### config.mk
export PLATFORM = sky130hd
export DESIGN_NAME = row_read_arbiter
export DESIGN_NICKNAME = d
export VERILOG_FILES = /design/src/rtl/row_read_arbiter.sv
export SDC_FILE = /design/constraint.sdc
export NUM_CORES = 1
export LEC_CHECK = 0
export ABC_AREA = 1
export BUFFER_PORTS_ARGS = -buffer_cell sky130_fd_sc_hd__buf_2
export CORE_MARGIN = 1
export CORE_UTILIZATION = 50
export CTS_CLUSTER_DIAMETER = 100
export DETAILED_ROUTE_END_ITERATION = 16
export HOLD_SLACK_MARGIN = 0.08
export PLACE_DENSITY = 0.77
export SLEW_MARGIN = 25
export SYNTH_ARGS = -nofsm -noshare
export SYNTH_HDL_FRONTEND = slang
export SYNTH_SLANG_ARGS = --single-unit
### constraint.sdc
create_clock -name clk -period 3 [get_ports clk]
set_clock_uncertainty 0.05 [all_clocks]
set_input_delay 0.45 -clock clk [delete_from_list [all_inputs] [get_ports clk]]
set_output_delay 0.45 -clock clk [all_outputs]
set_load 0.005 [all_outputs]
### src/rtl/row_read_arbiter.sv
// row_read_arbiter: round-robin scheduler that shares one 16-row, 32-bit
// row-read unit among NREQ requesters. It keeps one read outstanding at a
// time and returns either the row data or a timeout error to the winner.
module row_read_arbiter #(
  parameter int NREQ    = 4,
  parameter int TIMEOUT = 16
) (
  input  logic              clk,
  input  logic              reset_n,
  input  logic [NREQ-1:0]   req_valid,
  input  logic [4*NREQ-1:0] req_row,
  output logic [NREQ-1:0]   req_ready,
  output logic [NREQ-1:0]   resp_valid,
  output logic [31:0]       resp_data,
  output logic              resp_err,
  output logic              rd_valid,
  output logic [3:0]        rd_row,
  input  logic              rd_out_valid,
  input  logic [31:0]       rd_out
);

  localparam int IW = (NREQ > 1) ? $clog2(NREQ) : 1;

  typedef enum logic [1:0] {
    S_IDLE,
    S_ISSUE,
    S_WAIT,
    S_RESP
  } state_t;

  state_t                 state_q, state_d;
  logic [NREQ-1:0]        pending_q, pending_d;
  logic [NREQ-1:0][3:0]   row_buf_q, row_buf_d;
  logic [IW-1:0]          grant_q, grant_d;
  logic [IW-1:0]          last_grant_q, last_grant_d;
  logic [7:0]             timer_q, timer_d;
  logic                   rd_valid_q, rd_valid_d;
  logic [3:0]             rd_row_q, rd_row_d;
  logic [NREQ-1:0]        resp_valid_q, resp_valid_d;
  logic [31:0]            resp_data_q, resp_data_d;
  logic                   resp_err_q, resp_err_d;

  logic                   found;
  logic [IW-1:0]          next_grant;
  logic [IW-1:0]          cand;

  assign req_ready  = ~pending_q;
  assign resp_valid = resp_valid_q;
  assign resp_data  = resp_data_q;
  assign resp_err   = resp_err_q;
  assign rd_valid   = rd_valid_q;
  assign rd_row     = rd_row_q;

  // Capture new requests into their one-deep slot and retire the served one.
  always_comb begin
    pending_d = pending_q;
    row_buf_d = row_buf_q;
    for (int i = 0; i < NREQ; i++) begin
      if (req_valid[i] && !pending_q[i]) begin
        pending_d[i] = 1'b1;
        row_buf_d[i] = req_row[4*i +: 4];
      end
    end
    if (state_q == S_RESP) begin
      pending_d[grant_q] = 1'b0;
    end
  end

  // Round-robin search: first pending requester after the last one served.
  always_comb begin
    found      = 1'b0;
    next_grant = last_grant_q;
    cand       = '0;
    for (int k = 1; k <= NREQ; k++) begin
      cand = IW'((int'(last_grant_q) + k) % NREQ);
      if (!found && pending_q[cand]) begin
        found      = 1'b1;
        next_grant = cand;
      end
    end
  end

  // Next-state and registered-output logic for the issue/wait/respond cycle.
  always_comb begin
    state_d      = state_q;
    grant_d      = grant_q;
    last_grant_d = last_grant_q;
    timer_d      = timer_q;
    rd_valid_d   = rd_valid_q;
    rd_row_d     = rd_row_q;
    resp_valid_d = resp_valid_q;
    resp_data_d  = resp_data_q;
    resp_err_d   = resp_err_q;
    case (state_q)
      S_IDLE: begin
        if (found) begin
          grant_d    = next_grant;
          rd_row_d   = row_buf_q[next_grant];
          rd_valid_d = 1'b1;
          state_d    = S_ISSUE;
        end
      end
      S_ISSUE: begin
        rd_valid_d = 1'b0;
        timer_d    = 8'd0;
        state_d    = S_WAIT;
      end
      S_WAIT: begin
        if (rd_out_valid) begin
          resp_data_d  = rd_out;
          resp_err_d   = 1'b0;
          resp_valid_d = {{(NREQ-1){1'b0}}, 1'b1} << grant_q;
          state_d      = S_RESP;
        end else if (timer_q == 8'(TIMEOUT - 1)) begin
          resp_data_d  = 32'd0;
          resp_err_d   = 1'b1;
          resp_valid_d = {{(NREQ-1){1'b0}}, 1'b1} << grant_q;
          state_d      = S_RESP;
        end else begin
          timer_d = timer_q + 8'd1;
        end
      end
      S_RESP: begin
        last_grant_d = grant_q;
        resp_valid_d = '0;
        resp_err_d   = 1'b0;
        state_d      = S_IDLE;
      end
      default: begin
        state_d = S_IDLE;
      end
    endcase
  end

  // State register; reset clears everything and gives requester 0 first priority.
  always_ff @(posedge clk or negedge reset_n) begin
    if (!reset_n) begin
      state_q      <= S_IDLE;
      pending_q    <= '0;
      row_buf_q    <= '0;
      grant_q      <= '0;
      last_grant_q <= IW'(NREQ - 1);
      timer_q      <= 8'd0;
      rd_valid_q   <= 1'b0;
      rd_row_q     <= 4'd0;
      resp_valid_q <= '0;
      resp_data_q  <= 32'd0;
      resp_err_q   <= 1'b0;
    end else begin
      state_q      <= state_d;
      pending_q    <= pending_d;
      row_buf_q    <= row_buf_d;
      grant_q      <= grant_d;
      last_grant_q <= last_grant_d;
      timer_q      <= timer_d;
      rd_valid_q   <= rd_valid_d;
      rd_row_q     <= rd_row_d;
      resp_valid_q <= resp_valid_d;
      resp_data_q  <= resp_data_d;
      resp_err_q   <= resp_err_d;
    end
  end

endmodule
==> summary.md, run 1 <==
| Metric | Value |
|---|---|
| Status | completed |
| Mapped Area | approximately 3500 um2 |
| Pre-CTS WS | 1.002 ns |
| RSZ-0062 raised after global routing | false |
| Worst endpoint required time | 3.17 ns |
| Max Buffers Root-to-Sink | 2 |
| Path type of the worst setup path | reg -> reg |
| Worst-path maximum fanout | 15 |
| Share of cells above drive strength 1 | 29.42% |
| Cts hold-fix bufs | 1 |
| DR vias | 3048 |
| Site row count | 30 |
| Sequential fraction of the synthesis area | 54.03% |
| Initial antenna violation count | 0 |
| Hold_ws | 0.2728 ns |
| EDFF count, synth | 0 |
| Pins Over Slew Limit | 0 |
| Antenna fix cells | 0 |
| Gp weighted congestion | 0.8208 |
| FILL cells | 615 |
| Ys flop type | dfrtp_1 |
| Net Count, Synth | between 400 and 500 |
| Yosys cell types | 28 |
| TritonCTS buffer count | 9 |
| Fin. Hold Viols | 0 |
| Endpoints failing setup | 0 |
| DRC | 0 |
| Largest net degree at the start of global routing | 35 |
| Slack of the critical path | 0.9534 ns |
| Worst-Margin Slew | 0.4839 ns |
| Post-Synthesis Cells | 413 |
| Count of input and output buffers | 100 |
| First-pass GRT wire length | about 14 mm |
| Highest-count cells in the layout ignoring fill and taps | 125 x nand2_1, 100 x buf_2, 74 x dfrtp_1 |
| Setup_tns | 0 ns |
| Total Wirelength | 8.059 mm |
| CTS tree | yes |
| H-tree level count | 3 |
| PwrDens | 1058 nW/um2 |
| Leakage power | 2.355 nW |
| Yosys warnings | 0 |
| Die width | between 80 and 90 um |
| Max_slew headroom | 67.66% |
| Maxcap violations | 0 |
| Die height | ~86 um |
| Critical path startpoint category | flip-flop |
| Hold Crit Class | in -> reg |
| Via/cell ratio | 4.948 |
| DRT iter0 DRCs | 173 |
| GRT overflow | 0 |
| Util after Layout | 63.52% |
| Placed insts | 600 |
| Vias in the first global route | 2915 |
| Total power | ~4.6 mW |
| TritonRoute pass-1 iters | 4 |
| Final Cycle Share | 68.22% |
| Sink Count | 76 |
| Wire length per cell | 13.08 um |
| Post-cts resize count | 0 |
| Initial Util | 51.88% |
| Clock latency on the worst-skew pair | 0.35 ns |
| Ys async rst share | 100.0% |
| Crit path capture type | flip-flop |
| Total GRT Usage | 23.86% |
| Post-route cell area | 4315 um2 |
| Avg Cell Area, Syn | 8.534 um2 |
| Core Area | between 6000 and 7000 um2 |
| Worst vdd ir | between 0.0005 and 0.0006 V |
| Setup Fix Bufs, Post-CTS | 0 |
| Critical path arrival | 2.22 ns |
| Commonest non-fill, non-tap cell in the layout | nand2_1 |
| R2R Setup Slk | roughly 0.95 ns |
| Syn-to-layout area delta | 22.44% |
| Final cell count without fillers | 616 |
| #FFs+latches synth | 76 |
| Routed Antenna Nets | 0 |
| Hpwl dp | 5.874 mm |
| Area of the die | about 7400 um2 |
| Tmin final | approximately 2.0 ns |
| Placed Area | around 4100 um2 |
| I/O Pins | 101 |
| Root Buffer | clkbuf_8 |
| F_max | 488.6 MHz |
| Final net count | 577 |
| Clock slew seen by the registers of the worst setup and hold paths | 0.07 ns |
==> where the power goes <==
group	internal, mW	leakage [nW]	total [mW]	switching (mW)
Sequential	1.48	0.922	1.77	0.295
Combinational	0.781	1.33	2.04	1.26
Clock	0.398	0.0979	0.756	0.358
Total	2.66	2.35	4.57	1.91
==> routing by layer <==
metal / track usage [%] / wire, um / vias up
met5: 0 / 0 / -
met4: 8.333 / 71 / 0
met3: 7.988 / 601 / 7
met2: 35.43 / 3621 / 101
met1: 32.77 / 3764 / 1403
li1: - / - / 1537
==> critical path, stage by stage, from the launching register on <==
cell and delay [ns]:
dfrtp_1 0.39, ha_1 0.17, nand2_1 0.06, nor2_1 0.13, inv_1 0.08, o21bai_1 0.18
nand2_1 0.33, o21ai_0 0.18, inv_1 0.15, nand2_1 0.10, o21ai_0 0.09
==> cells by family after synthesis <==
kind of cell	share of synthesized area, %
muxes	2.556
and+or+nand+nor	27.72
adders and majority gates	2.130
AOI/OAI and AO/OA	7.739
buffers and inverters	5.822
DFF	54.03
==> cell type report <==
type	count	area (um2)	share of cell area, %
clock buffer	10	137.6	3.189
clock inverter	5	52.55	1.218
inverter	35	137.6	3.189
multi-input combinational	288	1415	32.79
sequential	76	1904	44.13
tap	96	120.1	2.783
timing repair buffer	106	548.0	12.70
==> worst paths after layout <==
kind                                               start                          end  cells after the start
worst min-delay path                          rd_out[11]    resp_data[11]$_DFFE_PN0P_                      3
worst min register to register  resp_data[4]$_DFFE_PN0P_     resp_data[4]$_DFFE_PN0P_                      2
worst max register to register    timer_q[0]$_DFFE_PN0P_    resp_valid[1]$_DFFE_PN0P_                     10
min in group asynchronous                        reset_n    row_buf_q[13]$_DFFE_PN0P_                      2
worst max-delay path              timer_q[0]$_DFFE_PN0P_    resp_valid[1]$_DFFE_PN0P_                     10
max in group asynchronous                        reset_n  last_grant_q[0]$_DFFE_PN1P_                      3
==> cells in the mapped netlist, types with 3 or more instances <==
| cell type | n | area [um2] |
|---|---|---|
| a21oi_1 | 14 | 70.07 |
| a31oi_1 | 3 | 18.77 |
| clkbuf_1 | 12 | 45.04 |
| dfrtp_1 | 74 | 1852 |
| ha_1 | 6 | 75.07 |
| inv_1 | 32 | 120.1 |
| mux2_2 | 8 | 90.09 |
| nand2_1 | 125 | 469.2 |
| nand2_2 | 15 | 93.84 |
| nand3_1 | 52 | 260.3 |
| nor2_1 | 29 | 108.9 |
| o21a_1 | 3 | 22.52 |
| o21ai_0 | 19 | 95.09 |
==> sequential cells by signal, summed over array words and instances (netlist names) <==
register / flops
resp_data: 32
row_buf_q: 16
timer_q: 8
pending_q: 4
rd_row: 4
resp_valid: 4
grant_q: 2
last_grant_q: 2
state_q: 2
rd_valid: 1
resp_err: 1
Power figures use the tool's default switching activity.
==> run 2: changes to the inputs <==
--- a/config.mk
+++ b/config.mk
@@ -5,14 +5,14 @@
 export SDC_FILE = /design/constraint.sdc
 export NUM_CORES = 1
 export LEC_CHECK = 0
-export ABC_AREA = 1
+export ABC_AREA = 0
 export BUFFER_PORTS_ARGS = -buffer_cell sky130_fd_sc_hd__buf_2
 export CORE_MARGIN = 1
-export CORE_UTILIZATION = 50
+export CORE_UTILIZATION = 46
 export CTS_CLUSTER_DIAMETER = 100
 export DETAILED_ROUTE_END_ITERATION = 16
 export HOLD_SLACK_MARGIN = 0.08
-export PLACE_DENSITY = 0.77
+export PLACE_DENSITY = 0.76
 export SLEW_MARGIN = 25
 export SYNTH_ARGS = -nofsm -noshare
 export SYNTH_HDL_FRONTEND = slang
==> constraint.sdc (replaced) <==
create_clock -name clk -period 1.8 [get_ports clk]
set_clock_uncertainty 0.05 [all_clocks]
set_input_delay 0.27 -clock clk [delete_from_list [all_inputs] [get_ports clk]]
set_output_delay 0.27 -clock clk [all_outputs]
set_load 0.005 [all_outputs]
==> summary.md, run 2 <==
| Metric | Value |
|---|---|
| Post-Synthesis Cells | 261 |
| Pins Over Slew Limit | 0 |
| EDFF count, synth | 0 |
| Total GRT Usage | 20.14% |
| Vias in the first global route | between 2k and 2.5k |
| Endpoints failing setup | 0 |
| Wire length per cell | 14.82 um |
| Yosys top cell area share | ~57% |
| Worst endpoint required time | 1.97 ns |
| Via/cell ratio | roughly 5.2 |
| Critical Path Slowest Stage Cell | or4_4 |
| Largest net degree at the start of global routing | 38 |
| Gp weighted congestion | 0.8013 |
| Worst-Margin Slew | just over 0.5 ns |
| Max_slew headroom | 66.24% |
| Routed Antenna Nets | 0 |
| Area of the die | approximately 7400 um2 |
| Yosys cell types | 39 |
| GRT overflow | 0 |
| First-pass GRT wire length | between 10 and 15 mm |
| Max reg flops | 32 |
| Max Buffers Root-to-Sink | 2 |
| Largest stage delay, worst path | 0.57 ns |
| Final net count | around 440 |
| CTS tree | yes |
| DRT iter0 DRCs | between 100 and 150 |
| Maxcap violations | 0 |
| Mapped Area | between 3000 and 4000 um2 |
| Avg Cell Area, Syn | 12.41 um2 |
| Slack of the critical path | 0.04536 ns |
| TritonRoute pass-1 iters | 4 |
| Core Area | a little under 7000 um2 |
| Clock slew seen by the registers of the worst setup and hold paths | 0.08 ns |
| Die height | roughly 86 um |
| PwrDens | 1692 nW/um2 |
| Clock latency on the worst-skew pair | 0.34 ns |
| Syn-to-layout area delta | 29.70% |
| Worst vdd ir | 0.0007719 V |
| I/O Pins | approximately 100 |
| Commonest non-fill, non-tap cell in the layout | buf_2 |
| Hold Crit Class | in -> reg |
| Setup_tns | 0 ns |
| Sink Count | 76 |
| Most common cell in the netlist | dfrtp_1 |
| Fin. Hold Viols | 0 |
| Total power | ~7.1 mW |
| CP Cell Sequence | or4_4 > nor2_4 > o21ai_4 > buf_12 > a22o_1 |
| Yosys warnings | 0 |
| Sequential fraction of the synthesis area | roughly 59% |
| Share of cells above drive strength 1 | between 40% and 50% |
| Pre-CTS WS | 0.01563 ns |
| Antenna fix cells | 0 |
| RSZ-0062 raised after global routing | true |
| Site row count | 30 |
| Buffers and inverters on the worst path | 1 |
| Tmin final | 1.755 ns |
| DRC | 0 |
| Cell family with most CP delay | simple AND/OR/NAND/NOR gates |
| Crit path capture type | flip-flop |
| Worst-path maximum fanout | 32 |
| Critical path startpoint category | flip-flop |
| DR vias | 2466 |
| Area leader, netlist | dfrtp_1 |
| Die width | 85.92 um |
| F_max | 569.9 MHz |
| Ys async rst share | 100.0% |
| Path type of the worst setup path | reg -> reg |
| Total Wirelength | 7.070 mm |
| Hpwl dp | 5.018 mm |
| Count of input and output buffers | 100 |
| Highest-count cells in the layout ignoring fill and taps | 100 x buf_2, 72 x dfrtp_1, 32 x a22o_1 |
| Leakage power | slightly above 2 nW |
| Status | completed |
| Final Cycle Share | a little over nine tenths |
| Initial antenna violation count | 0 |
| #FFs+latches synth | 76 |
| Net Count, Synth | 322 |
| Util after Layout | 61.84% |
| Critical path arrival | 1.93 ns |
| Ys flop type | dfrtp_1 |
| TritonCTS buffer count | 9 |
| H-tree level count | 3 |
| Post-synth top cells | 74 x dfrtp_1, 32 x a22o_1, 18 x nand2_1 |
| Initial Util | 47.68% |
| Synth top area cells | dfrtp_1 57%, a22o_1 8.7%, mux2_2 5.9%, mux2i_1 2.5%, ha_1 2.3% |
| Root Buffer | clkbuf_8 |
==> run 2: changes by cell type after synthesis, moves of 8 or more <==
| cell | previous run | this run |
|---|---|---|
| a22o_1 | 1 | 32 |
| nand2_1 | 125 | 18 |
| a21oi_1 | 14 | 3 |
| nand3_1 | 52 | 5 |
| inv_1 | 32 | 14 |
| nor2_1 | 29 | 8 |
| mux2_2 | 8 | 17 |
| nor2b_1 | 0 | 9 |
| nand2_2 | 15 | 0 |
| mux2i_1 | 0 | 8 |
| o21ai_0 | 19 | 9 |
==> run 2: layout make-up <==
class | count | area [um2]
fill | 532 | 2592
tap | 96 | 120.1
multi-input combinational | 161 | 1267
timing repair buffer | 114 | 653.1
inverter | 14 | 52.55
sequential | 76 | 1907
clock buffer | 11 | 141.4
clock inverter | 5 | 60.06
==> run 2: logic make-up after synthesis <==
family / count (synthesis) / synth area share (%)
buffers and inverters: 24 / 2.935
xor gates and xnor gates: 5 / 1.352
DFF: 76 / 58.79
adders and majority gates: 6 / 2.317
muxes: 25 / 8.382
AOI/OAI and AO/OA: 68 / 16.80
and+or+nand+nor: 57 / 9.424
==> run 2: report_power, final <==
part	switching, mW	internal (mW)	leakage, nW	total (mW)
registers	0.531	2.47	0.936	3.00
logic	1.30	1.51	1.02	2.81
clock network	0.625	0.684	0.0999	1.31
==> run 2: final timing paths <==
check	startpoint	endpoint	slack, ns	depth (start not counted)
setup / recovery	timer_q[5]$_DFFE_PN0P_	resp_data[17]$_DFFE_PN0P_	0.05	5
hold / removal	rd_out[14]	resp_data[14]$_DFFE_PN0P_	0.09	2
setup reg to reg	timer_q[5]$_DFFE_PN0P_	resp_data[17]$_DFFE_PN0P_	0.05	5
hold reg to reg	rd_row[2]$_DFFE_PN0P_	rd_row[2]$_DFFE_PN0P_	0.45	2
max in group asynchronous	reset_n	last_grant_q[1]$_DFFE_PN1P_	0.76	3
min in group asynchronous	reset_n	row_buf_q[4]$_DFFE_PN0P_	0.36	2
==> run 2: metal layers <==
layer | share of wire, % | up-vias | GRT usage [%]
li1 | - | 1182 | -
met1 | 44 | 1174 | 27.32
met2 | 48 | 100 | 31.89
met3 | 6.4 | 10 | 4.331
met4 | 1.5 | 0 | 7.727
met5 | 0 | - | 0
==> run 2: what timing repair did <==
| item | in CTS | in global routing |
|---|---|---|
| endpoints found under the hold margin | 18 | 0 |
| gates resized for setup | 1 | 11 |
| hold buffers | 1 | 0 |
| setup endpoints to repair | 1 | 43 |
| setup buffers | 0 | 1 |
| pin swaps | 0 | 1 |
==> run 2: worst register-to-register path: stages, from the launching register on <==
cell and delay, ns:
dfrtp_1 0.38, or4_4 0.57, nor2_4 0.14, o21ai_4 0.10, buf_12 0.18, a22o_1 0.24
==> run 2: through the flow <==
| stage | cells | cell area, um2 | hold slack [ns] |
|---|---|---|---|
| CTS | 476 | 4160 | 0.08031 |
| global placement | 459 | 3945 | 0.2060 |
| detailed placement | 459 | 3945 | 0.2180 |
| finish | 477 | 4202 | 0.09261 |
| global route | 477 | 4202 | 0.08204 |
| floorplan | 261 | 3239 | -0.07559 |
==> run 3: changes to the inputs <==
--- a/config.mk
+++ b/config.mk
@@ -8,11 +8,11 @@
 export ABC_AREA = 0
 export BUFFER_PORTS_ARGS = -buffer_cell sky130_fd_sc_hd__buf_2
 export CORE_MARGIN = 1
-export CORE_UTILIZATION = 46
+export CORE_UTILIZATION = 40
 export CTS_CLUSTER_DIAMETER = 100
 export DETAILED_ROUTE_END_ITERATION = 16
 export HOLD_SLACK_MARGIN = 0.08
-export PLACE_DENSITY = 0.76
+export PLACE_DENSITY = 0.67
 export SLEW_MARGIN = 25
 export SYNTH_ARGS = -nofsm -noshare
 export SYNTH_HDL_FRONTEND = slang
==> summary.md, run 3 (same netlist as run 2, synthesis figures left out) <==
| Metric | Value |
|---|---|
| RSZ-0062 raised after global routing | true |
| Met3 wire length | between 300 and 400 um |
| TritonRoute pass-1 iters | 5 |
| R2R Path End | resp_data[6]$_DFFE_PN0P_ |
| Met2 routed WL | 3.710 mm |
| Endpoints failing setup | 0 |
| Sequential cell fraction of total power | 40.0% |
| Crit path capture type | flip-flop |
| Post-route cell area | 4549 um2 |
| Placed Area | 3950 um2 |
| Final Cycle Share | around 100% |
| Highest-count cells in the layout ignoring fill and taps | 99 x buf_2, 74 x dfrtp_1, 32 x a22o_1 |
| Critical path arrival | 1.99 ns |
| Final cell count without fillers | 513 |
| Worst r2r path cells | 5 |
| Antenna fix cells | 0 |
| Total Wirelength | a little under 8 mm |
| DRT iter0 DRCs | 133 |
| Vias in the first global route | roughly 2.7k |
| Worst hold path depth | 2 |
| Hold_ws | just over 0.09 ns |
| Core Area | about 8000 um2 |
| Critical path startpoint category | flip-flop |
| Area of the die | approximately 8500 um2 |
| Site row count | 32 |
| Status | completed |
| Setup Fix Bufs, Post-CTS | 0 |
| Path type of the worst setup path | reg -> reg |
| Hold path start | req_row[2] |
| Pins Over Slew Limit | 0 |
| DR vias | 2597 |
| CP Cell Sequence | or4_4 > nor2_4 > o21ai_4 > clkbuf_16 > a22o_1 |
| Die height | slightly above 90 um |
| R2R Setup Slk | 0.003 ns |
| Fin. Hold Viols | 0 |
| Root Buffer | clkbuf_8 |
| Highest Signal Layer | met4 |
| DRC | 0 |
| Max reg flops | 32 |
| Syn-to-layout area delta | 40.44% |
| Commonest non-fill, non-tap cell in the layout | buf_2 |
| Metal-1 WL | 3.524 mm |
| Initial antenna violation count | 0 |
| Worst hold endpoint | row_buf_q[2]$_DFFE_PN0P_ |
| Setup_tns | 0 ns |
| PwrDens | 1644 nW/um2 |
| Clock power share | 21.4% |
| TritonCTS buffer count | 9 |
| Routed Antenna Nets | 0 |
| Worst-Margin Slew | 0.4226 ns |
| Util after Layout | 58.57% |
| Reg2reg start | timer_q[5]$_DFFE_PN0P_ |
| Total GRT Usage | 19.41% |
| Int Power | 4.970 mW |
| Clock latency on the worst-skew pair | between 0.3 and 0.4 ns |
| Tmin final | 1.797 ns |
| H-tree level count | 3 |
| Buffers and inverters on the worst path | 1 |
| F_max | between 500 and 600 MHz |
| Largest net degree at the start of global routing | 38 |
| Placed insts | about 470 |
| Leakage power | 2.201 nW |
| Initial Util | 41.70% |
| Max_slew headroom | 71.77% |
| Via/cell ratio | around 5.1 |
| First-pass GRT wire length | 12.93 mm |
| Worst-path maximum fanout | 16 |
| Hold Crit Class | in -> reg |
| Sink Count | 76 |
| Switching share of power | 33.54% |
| Wire length per cell | 15.13 um |
| Count of input and output buffers | 100 |
| Largest stage delay, worst path | 0.57 ns |
| Psw | 2.508 mW |
| Die width | 91.99 um |
| Gp weighted congestion | 0.8196 |
| Final net count | 467 |
| CTS tree | yes |
| GRT overflow | 0 |
| Maxcap violations | 0 |
| Clock slew seen by the registers of the worst setup and hold paths | 0.08 ns |
| Worst endpoint required time | about 2 ns |
| Critical Path Slowest Stage Cell | or4_4 |
| Cell family with most CP delay | simple AND/OR/NAND/NOR gates |
| I/O Pins | between 100 and 150 |
| Comb pwr share | 38.6% |
| Share of cells above drive strength 1 | 38.69% |
| Max Buffers Root-to-Sink | 2 |
| Worst vdd ir | between 0.0008 and 0.0009 V |
| Hpwl dp | 5.249 mm |
## run 3: cell types whose count changed in the layout (fill, tap and decap cells not counted), sizes merged
cell         previous run  this run
clkinv                  2         0
clkinvlp                1         2
inv                    15        16
bufinv                  1         3
clkbuf                 11        10
dlygate4sd3             1        30
## run 3: worst register-to-register path, cell delays in order, from the launching register on
cell	delay (ns)
dfrtp_1	0.38
or4_4	0.57
nor2_4	0.14
o21ai_4	0.11
clkbuf_16	0.19
a22o_1	0.23
## run 3: final cells by class
cell class	instances	area, um2
clock buffer	9	123.9
clock inverter	7	122.6
fill	659	3218
inverter	14	52.55
multi-input combinational	161	1260
sequential	76	1904
tap	102	127.6
timing repair buffer	144	958.4
## run 3: metrics by stage
step / worst slack [ns] / total power [mW]
after floorplan: 0.07294 / 4.598
after global placement: 0.05210 / 5.634
after detailed placement: 0.02276 / 5.730
after CTS: 0.01177 / 7.394
after global routing: -0.04174 / 7.974
final: 0.002907 / 7.477
## run 3: power groups by stage
stage | Sequential (mW) | Combinational [mW] | Clock (mW)
after floorplan | 2.91 | 1.69 | 0
after global placement | 2.98 | 2.66 | 0
after detailed placement | 2.97 | 2.76 | 0
after CTS | 2.97 | 2.80 | 1.63
after global routing | 3.08 | 3.18 | 1.71
final | 2.99 | 2.89 | 1.60
## run 3: worst max path at each step
stage / start / slack (ns) / cells after the start / end
finish: timer_q[5]$_DFFE_PN0P_ / 0.003 / 5 / resp_data[6]$_DFFE_PN0P_
global route: timer_q[5]$_DFFE_PN0P_ / -0.04 / 5 / timer_q[3]$_DFFE_PN0P_
CTS: timer_q[5]$_DFFE_PN0P_ / 0.01 / 5 / resp_data[16]$_DFFE_PN0P_
detailed placement: timer_q[5]$_DFFE_PN0P_ / 0.02 / 5 / resp_data[12]$_DFFE_PN0P_
global placement: timer_q[5]$_DFFE_PN0P_ / 0.05 / 5 / resp_data[29]$_DFFE_PN0P_
floorplan: timer_q[5]$_DFFE_PN0P_ / 0.07 / 5 / resp_data[0]$_DFFE_PN0P_
## run 3: layer usage
metal | vias to the layer above | GRT usage (%)
met3 | 13 | 3.980
li1 | 1240 | -
met5 | - | 0
met1 | 1259 | 25.26
met2 | 85 | 31.22
met4 | 0 | 8.724
## run 3: repair_timing
action,CTS,global route
resized for setup,0,9
endpoints found under the setup margin,0,41
hold endpoints to repair,52,0
hold buffers,30,0
